## config.mk

```make
export PLATFORM = sky130hd
export DESIGN_NAME = axi_wdata_gen
export DESIGN_NICKNAME = d
export VERILOG_FILES = /design/src/rtl/axi_wr_pkg.sv /design/src/rtl/axi_wstrb_gen.sv /design/src/rtl/axi_wdata_gen.sv
export SDC_FILE = /design/constraint.sdc
export NUM_CORES = 1
export LEC_CHECK = 0
export BUFFER_PORTS_ARGS = -buffer_cell sky130_fd_sc_hd__buf_4
export CAP_MARGIN = 15
export CORE_ASPECT_RATIO = 0.5
export CORE_MARGIN = 2
export CORE_UTILIZATION = 32
export DETAILED_ROUTE_END_ITERATION = 10
export GPL_ROUTABILITY_DRIVEN = 0
export HOLD_SLACK_MARGIN = 0.05
export PLACE_DENSITY_LB_ADDON = 0.3
export SETUP_SLACK_MARGIN = 0.02
export SLEW_MARGIN = 20
export SYNTH_ARGS = -nofsm -noshare
export SYNTH_HDL_FRONTEND = slang
export SYNTH_HIERARCHICAL = 1
export SYNTH_SLANG_ARGS = --single-unit
```

## constraint.sdc

```tcl
create_clock -name clk_i -period 2.12 [get_ports clk_i]
set_input_delay 0 -clock clk_i [delete_from_list [all_inputs] [get_ports clk_i]]
set_output_delay 0 -clock clk_i [all_outputs]
set_load 0.01 [all_outputs]
```

## src/rtl/axi_wr_pkg.sv

```systemverilog
// axi_wr_pkg: shared record layout, FSM states and B-response codes for the AXI write path
// Transaction record (REC_W bits): [63:0] addr, [66:64] alen, [69:67] asize, [77:70] aid, rest unused.
package axi_wr_pkg;
    localparam int REC_W    = 97;
    localparam int ADDR_LSB = 0;
    localparam int ADDR_MSB = 63;
    localparam int LEN_LSB  = 64;
    localparam int LEN_MSB  = 66;
    localparam int SIZE_LSB = 67;
    localparam int SIZE_MSB = 69;
    localparam int ID_LSB   = 70;
    localparam int ID_MSB   = 77;
    typedef enum logic [1:0] {IDLE, LOAD, BURST} state_t;
    typedef enum logic [1:0] {OKAY = 2'b00, EXOKAY = 2'b01, SLVERR = 2'b10, DECERR = 2'b11} bresp_t;
endpackage

```

## src/rtl/axi_wstrb_gen.sv

```systemverilog
// axi_wstrb_gen: byte strobes for one beat from the beat address lane bits and asize
// Ports: lane_i (address bits below the bus width), asize_i (log2 bytes per beat)
//        -> wstrb_o (byte enables), size_err_o (beat wider than the bus).
module axi_wstrb_gen #(
    parameter int DATA_W = 64
) (
    input  logic [$clog2(DATA_W/8)-1:0] lane_i,
    input  logic [2:0]                  asize_i,
    output logic [DATA_W/8-1:0]         wstrb_o,
    output logic                        size_err_o
);
    localparam int STRB_W = DATA_W / 8;
    localparam int LANE_W = $clog2(STRB_W);
    logic [7:0]        nbytes;
    logic [7:0]        nmask;
    logic [LANE_W-1:0] lane;
    // Unaligned addresses are rounded down to the beat size; an oversized beat enables every lane.
    always_comb begin
        nbytes     = 8'd1 << asize_i;
        nmask      = nbytes - 8'd1;
        size_err_o = int'(nbytes) > STRB_W;
        lane       = lane_i & ~nmask[LANE_W-1:0];
        wstrb_o    = '0;
        for (int i = 0; i < STRB_W; i++)
            wstrb_o[i] = size_err_o || (i >= int'(lane) && i < int'(lane) + int'(nbytes));
    end
endmodule

```

## src/rtl/axi_wdata_gen.sv

```systemverilog
// axi_wdata_gen: streams write-data FIFO beats onto the AXI W channel, one burst per transaction record
// Ports: transaction FIFO (empty/rddata/rd), write-data FIFO (empty/rddata/rd), AXI W channel
//        (wid/wdata/wstrb/wlast/wvalid/wready), AXI B channel (bid/bresp/bvalid/bready),
//        status (err_valid/err_id pulse on error response, sticky proto_err, busy).
module axi_wdata_gen
    import axi_wr_pkg::*;
#(
    parameter int DATA_W    = 64,
    parameter int MAX_OUTST = 8,
    parameter int CNT_W     = 4
) (
    input  logic                clk_i,
    input  logic                reset_i,
    input  logic                transfifo_empty_i,
    input  logic [REC_W-1:0]    transfifo_rddata_i,
    output logic                transfifo_rd_o,
    input  logic                wdata_fifo_empty_i,
    input  logic [DATA_W-1:0]   wdata_fifo_rddata_i,
    output logic                wdata_fifo_rd_o,
    output logic [7:0]          axi_wid_o,
    output logic [DATA_W-1:0]   axi_wdata_o,
    output logic [DATA_W/8-1:0] axi_wstrb_o,
    output logic                axi_wlast_o,
    output logic                axi_wvalid_o,
    input  logic                axi_wready_i,
    input  logic [7:0]          axi_bid_i,
    input  logic [1:0]          axi_bresp_i,
    input  logic                axi_bvalid_i,
    output logic                axi_bready_o,
    output logic                err_valid_o,
    output logic [7:0]          err_id_o,
    output logic                proto_err_o,
    output logic                busy_o
);
    localparam int STRB_W = DATA_W / 8;
    localparam int LANE_W = $clog2(STRB_W);
    state_t             state_q;
    logic [7:0]         aid_q;
    logic [2:0]         asize_q;
    logic [2:0]         beat_cnt_q;
    logic [63:0]        addr_q;
    logic [CNT_W-1:0]   outst_q;
    logic [CNT_W-1:0]   outst_d;
    logic               err_valid_q;
    logic [7:0]         err_id_q;
    logic               proto_err_q;
    logic               in_burst;
    logic               hs;
    logic               last_hs;
    logic               b_hs;
    logic               b_err;
    logic               size_err;
    logic [STRB_W-1:0]  strb;

    axi_wstrb_gen #(.DATA_W(DATA_W)) u_strb (
        .lane_i     (addr_q[LANE_W-1:0]),
        .asize_i    (asize_q),
        .wstrb_o    (strb),
        .size_err_o (size_err)
    );

    assign in_burst        = state_q == BURST;
    // The outstanding check uses the registered count, so a B arriving in the stall cycle frees it one cycle later.
    assign transfifo_rd_o  = !reset_i && state_q == IDLE && !transfifo_empty_i && outst_q < CNT_W'(MAX_OUTST);
    assign axi_wvalid_o    = in_burst && !wdata_fifo_empty_i;
    assign axi_wlast_o     = axi_wvalid_o && beat_cnt_q == 3'd0;
    assign axi_wdata_o     = in_burst ? wdata_fifo_rddata_i : '0;
    assign axi_wstrb_o     = in_burst ? strb : '0;
    assign axi_wid_o       = aid_q;
    assign wdata_fifo_rd_o = axi_wvalid_o && axi_wready_i;
    assign axi_bready_o    = !reset_i;
    assign err_valid_o     = err_valid_q;
    assign err_id_o        = err_id_q;
    assign proto_err_o     = proto_err_q;
    assign busy_o          = state_q != IDLE || outst_q != '0;
    assign hs              = wdata_fifo_rd_o;
    assign last_hs         = axi_wlast_o && axi_wready_i;
    assign b_hs            = axi_bvalid_i && axi_bready_o;
    assign b_err           = b_hs && axi_bresp_i != OKAY;

    // A burst completing in the same cycle as a response leaves the count unchanged; decrement saturates at zero.
    always_comb begin
        outst_d = (last_hs && !b_hs) ? outst_q + CNT_W'(1) :
                  (b_hs && !last_hs && outst_q != '0) ? outst_q - CNT_W'(1) : outst_q;
    end

    always_ff @(posedge clk_i or posedge reset_i) begin
        if (reset_i) begin
            state_q     <= IDLE;
            aid_q       <= '0;
            asize_q     <= '0;
            beat_cnt_q  <= '0;
            addr_q      <= '0;
            outst_q     <= '0;
            err_valid_q <= 1'b0;
            err_id_q    <= '0;
            proto_err_q <= 1'b0;
        end else begin
            case (state_q)
                IDLE: if (transfifo_rd_o) begin
                    aid_q      <= transfifo_rddata_i[ID_MSB:ID_LSB];
                    asize_q    <= transfifo_rddata_i[SIZE_MSB:SIZE_LSB];
                    beat_cnt_q <= transfifo_rddata_i[LEN_MSB:LEN_LSB];
                    addr_q     <= transfifo_rddata_i[ADDR_MSB:ADDR_LSB];
                    state_q    <= LOAD;
                end
                LOAD: begin
                    state_q <= BURST;
                    if (size_err) proto_err_q <= 1'b1;
                end
                BURST: if (hs) begin
                    beat_cnt_q <= beat_cnt_q - 3'd1;
                    addr_q     <= addr_q + (64'd1 << asize_q);
                    if (beat_cnt_q == 3'd0) state_q <= IDLE;
                end
                default: state_q <= IDLE;
            endcase
            outst_q     <= outst_d;
            err_valid_q <= b_err;
            if (b_err) err_id_q <= axi_bid_i;
            if (b_hs && !last_hs && outst_q == '0) proto_err_q <= 1'b1;
        end
    end
endmodule
```

==> results.md <==
* Initial antenna violation count at 0
* Pint at roughly 3.7 mW
* Worst hold margin at between 0.06 and 0.07 ns
* Endpoints failing hold at 0
* Critical-path cell list: xnor2_2, nor3_4, ha_4, and3b_2, o311ai_4, o221ai_2, o21ai_1, and2_1, buf_4
* Mapped Area at ~2600 um2
* Syn avg cell area at slightly above 9 um2
* Final Core Density at between 60 and 70%
* Data arrival, critical path at between 2 and 2.5 ns
* CTS tree: yes
* Sequential Power Share at 18.2%
* Post-route minimum period at between 2 and 2.5 ns
* Placed Cells at 589
* Final HPWL DP at approximately 6600 um
* Worst Path Max Fanout at 5
* Slowest cell delay on critical path at 0.43 ns
* Area growth syn-to-layout at 91.6%
* Post-synth EDFFs at 0
* Fmax at approximately 460 MHz
* TritonRoute pass-1 iters at 4
* Routed Antenna Nets at 0
* Met2 routed WL at 4590 um
* Largest net degree at the start of global routing at 33
* Status: finished with violations
* DRC at 0
* Die outline height at slightly below 70 um
* Global-route wire length before repair at 12500 um
* Worst slew pin tran at roughly 0.54 ns
* IO Port Bufs at 192
* Buf/Inv on CP at 1
* Unrepaired setup endpoints after global routing: yes
* Critical path class: register to output pin
* Share of layout cells above drive strength 1 at between 50% and 60%
* DR WL/cell at ~14 um
* Starting Density at about a third
* Grt ovf at 0
* Min-delay worst type: input pin to register
* PnR worst setup slack at -0.0683 ns
* Combinational share of power at just over 70%
* CORE AREA at 7910 um2
* Via density at about 4.5
* VDD IR max at approximately 0.5 mV
* Syn. warnings at 6
* Die area at between 8000 and 9000 um2
* Critical path's slowest cell: dfrtp_2
* Total CTS buffers at 5
* Slew Limit Fails at 0
* Max Cap Violations at 0
* Number of register bits inferred by synthesis at 33
* Clk network pwr share at 11.3%
* WL met1 at approximately 3700 um
* Total track usage at a little under a fifth
* Final period utilization at 103%
* Placed cell area at ~4300 um2
* Failing checks: setup timing
* Vias in the first global route at between 2000 and 3000
* Post-route insts no fill at between 600 and 700
* Max_slew headroom at a little under two thirds
* Io pins at ~270
* Clk_skew at approximately 0.0026 ns
* Clock latency on the worst-skew pair at 0.27 ns
* CTS Buffer Depth at 2
* Root Buffer: clkbuf_16
* Setup crit start kind: register
* Via count at approximately 2800
* Critical Path Sink Type: output pin
* CP required at between 2 and 2.5 ns
* Post-synthesis cell count at ~280
* Switching power at about 2.5 mW
* DRT Wirelength at between 8000 and 9000 um
* Crit-path leading delay family: compound AO/OA/AOI/OAI gates
* Sw frac at roughly two fifths
* Register area at between 800 and 900 um2
* Uppermost layer routed: met4
* Unique masters post-synth at between 50 and 60
* Met3 routed WL at roughly 470 um
* N_diodes at 0
* Leakage at ~2.4 nW
* Clock Sinks at 33
* Power Dens Cells at 1260 nW/um2
* Filler cell count at 664
* DRT iter0 DRCs at about 150
* Finished layout cell area at approximately 4900 um2
* Die Wd at approximately 130 um
* Register area share after synthesis at around 32%
* FFs w/ async S/R, synth at 100%
* Rows at 23
* Main flop type after synthesis: dfrtp_1
* H-tree Lvls at 2
* Synth Net Count at around 460
* Area of the multi-input gates at between 1500 and 2000 um2
* Final setup viols at 4
* Final #Nets at between 700 and 800
* Clock-pin slew on the worst setup and hold paths at approximately 0.05 ns
* Total power at just over 6 mW
==> placed cells by master (no fill, tap or decap), drive strengths merged, types with 3 or more instances in the layout <==
cell type / count
a21oi: 13
o21ai: 13
nor3b: 3
xnor2: 3
and2: 73
xor2: 3
nor2b: 4
nor3: 3
mux2: 21
ha: 6
nand2: 11
dfrtp: 33
dlygate4sd3: 25
nand3: 5
clkbuf: 7
inv: 10
nor2: 21
a31oi: 3
buf: 229
==> layout make-up <==
cell class / instances / area share (%)
Tap cell: 112 / 2.84
Inverter: 10 / 0.760
Sequential cell: 33 / 16.8
Clock buffer: 7 / 2.89
Timing Repair Buffer: 254 / 40.6
Multi-Input combinational cell: 216 / 36.1
==> synthesized netlist by cell type, types with 2 or more instances <==
library cell  number  area (um2)
buf_2              8        40.0
a21oi_1           12        60.1
mux2_2            10         113
a31oi_1            2        12.5
a41oi_1            2        17.5
xnor2_1            3        26.3
mux2_1             2        22.5
nor4_1             2        12.5
inv_1              9        33.8
buf_6              2        22.5
clkbuf_1           9        33.8
ha_1               6        75.1
or3_1              2        12.5
xor2_1             3        26.3
nor2_1            17        63.8
nor3_1             3        15.0
a311oi_2           2        30.0
nand3_1            5        25.0
nor2b_1            4        25.0
nor2_2             3        18.8
nor3b_1            2        15.0
nand2b_1           2        12.5
dfrtp_1           33         826
fa_1               2        40.0
and2_1            73         457
mux2i_1            2        20.0
mux2_4             9         135
nand2_1           11        41.3
o21ai_0           10        50.1
==> cell families (layout without fill, tap and decap cells) <==
group / after synthesis / count (layout) / synth area share [%]
AOI/OAI and AO/OA: 46 / 46 / 13.6
muxes: 23 / 23 / 11.3
xor gates and xnor gates: 6 / 6 / 2.04
buffers and inverters: 30 / 271 / 5.97
DFF: 33 / 33 / 32.1
and+or+nand+nor: 133 / 133 / 30.6
adders and majority gates: 8 / 8 / 4.47
==> what timing repair did <==
item / 4_1_cts / 5_1_grt
hold buffers: 25 / 0
gates resized for setup: 22 / 18
hold endpoints to repair: 35 / 0
pin swaps: 10 / 7
endpoints found under the setup margin: 8 / 9
buffers inserted: 8 / 3
==> sequential cells by signal (all words and copies together), names as in the netlist <==
signal / flops
err_valid_o: 1
axi_wid_o: 8
err_id_o: 8
asize_q: 3
addr_q: 3
proto_err_o: 1
state_q: 2
outst_q: 4
beat_cnt_q: 3
==> through the flow <==
step	worst slack [ns]	TNS, ns
floorplan	0.0355	0
global placement	-0.00729	-0.00729
detailed placement	-0.0136	-0.0136
CTS	-0.0593	-0.175
global route	-0.210	-0.882
finish	-0.0683	-0.216
==> power groups by stage <==
stage	Clock (mW)	Combinational (mW)	Sequential, mW
after floorplan	0	2.17	1.15
after global placement	0	3.79	1.10
after detailed placement	0	3.83	1.11
after CTS	0.717	4.21	1.11
after global routing	0.751	4.78	1.17
final	0.700	4.38	1.13
==> per-layer routing <==
layer,track usage (%),vias up
met5,0,-
met4,3.32,0
met3,2.46,4
met2,32.9,82
met1,23.8,1323
li1,-,1417
==> worst min-delay path, cell delays in order <==
cell and delay [ns]:
buf_4 0.08, o22ai_2 0.08, a2bb2oi_2 0.13
==> path summary, 6_finish.rpt <==
kind / end / slack [ns] / depth (start not counted) / start
min reg2reg: proto_err_o$_DFFE_PP0P_ / 0.49 / 1 / proto_err_o$_DFFE_PP0P_
max in group asynchronous: asize_q[0]$_DFFE_PP0P_ / 1.25 / 5 / reset_i
min: addr_q[2]$_DFFE_PP0P_ / 0.06 / 3 / transfifo_rddata_i[2]
max: axi_wstrb_o[4] / -0.07 / 9 / asize_q[0]$_DFFE_PP0P_
max reg2reg: outst_q[2]$_DFFE_PP0P_ / 0.12 / 9 / beat_cnt_q[0]$_DFFE_PP0P_
min in group asynchronous: axi_wid_o[1]$_DFFE_PP0P_ / 0.33 / 4 / reset_i
(Power assumes the default switching activity.)
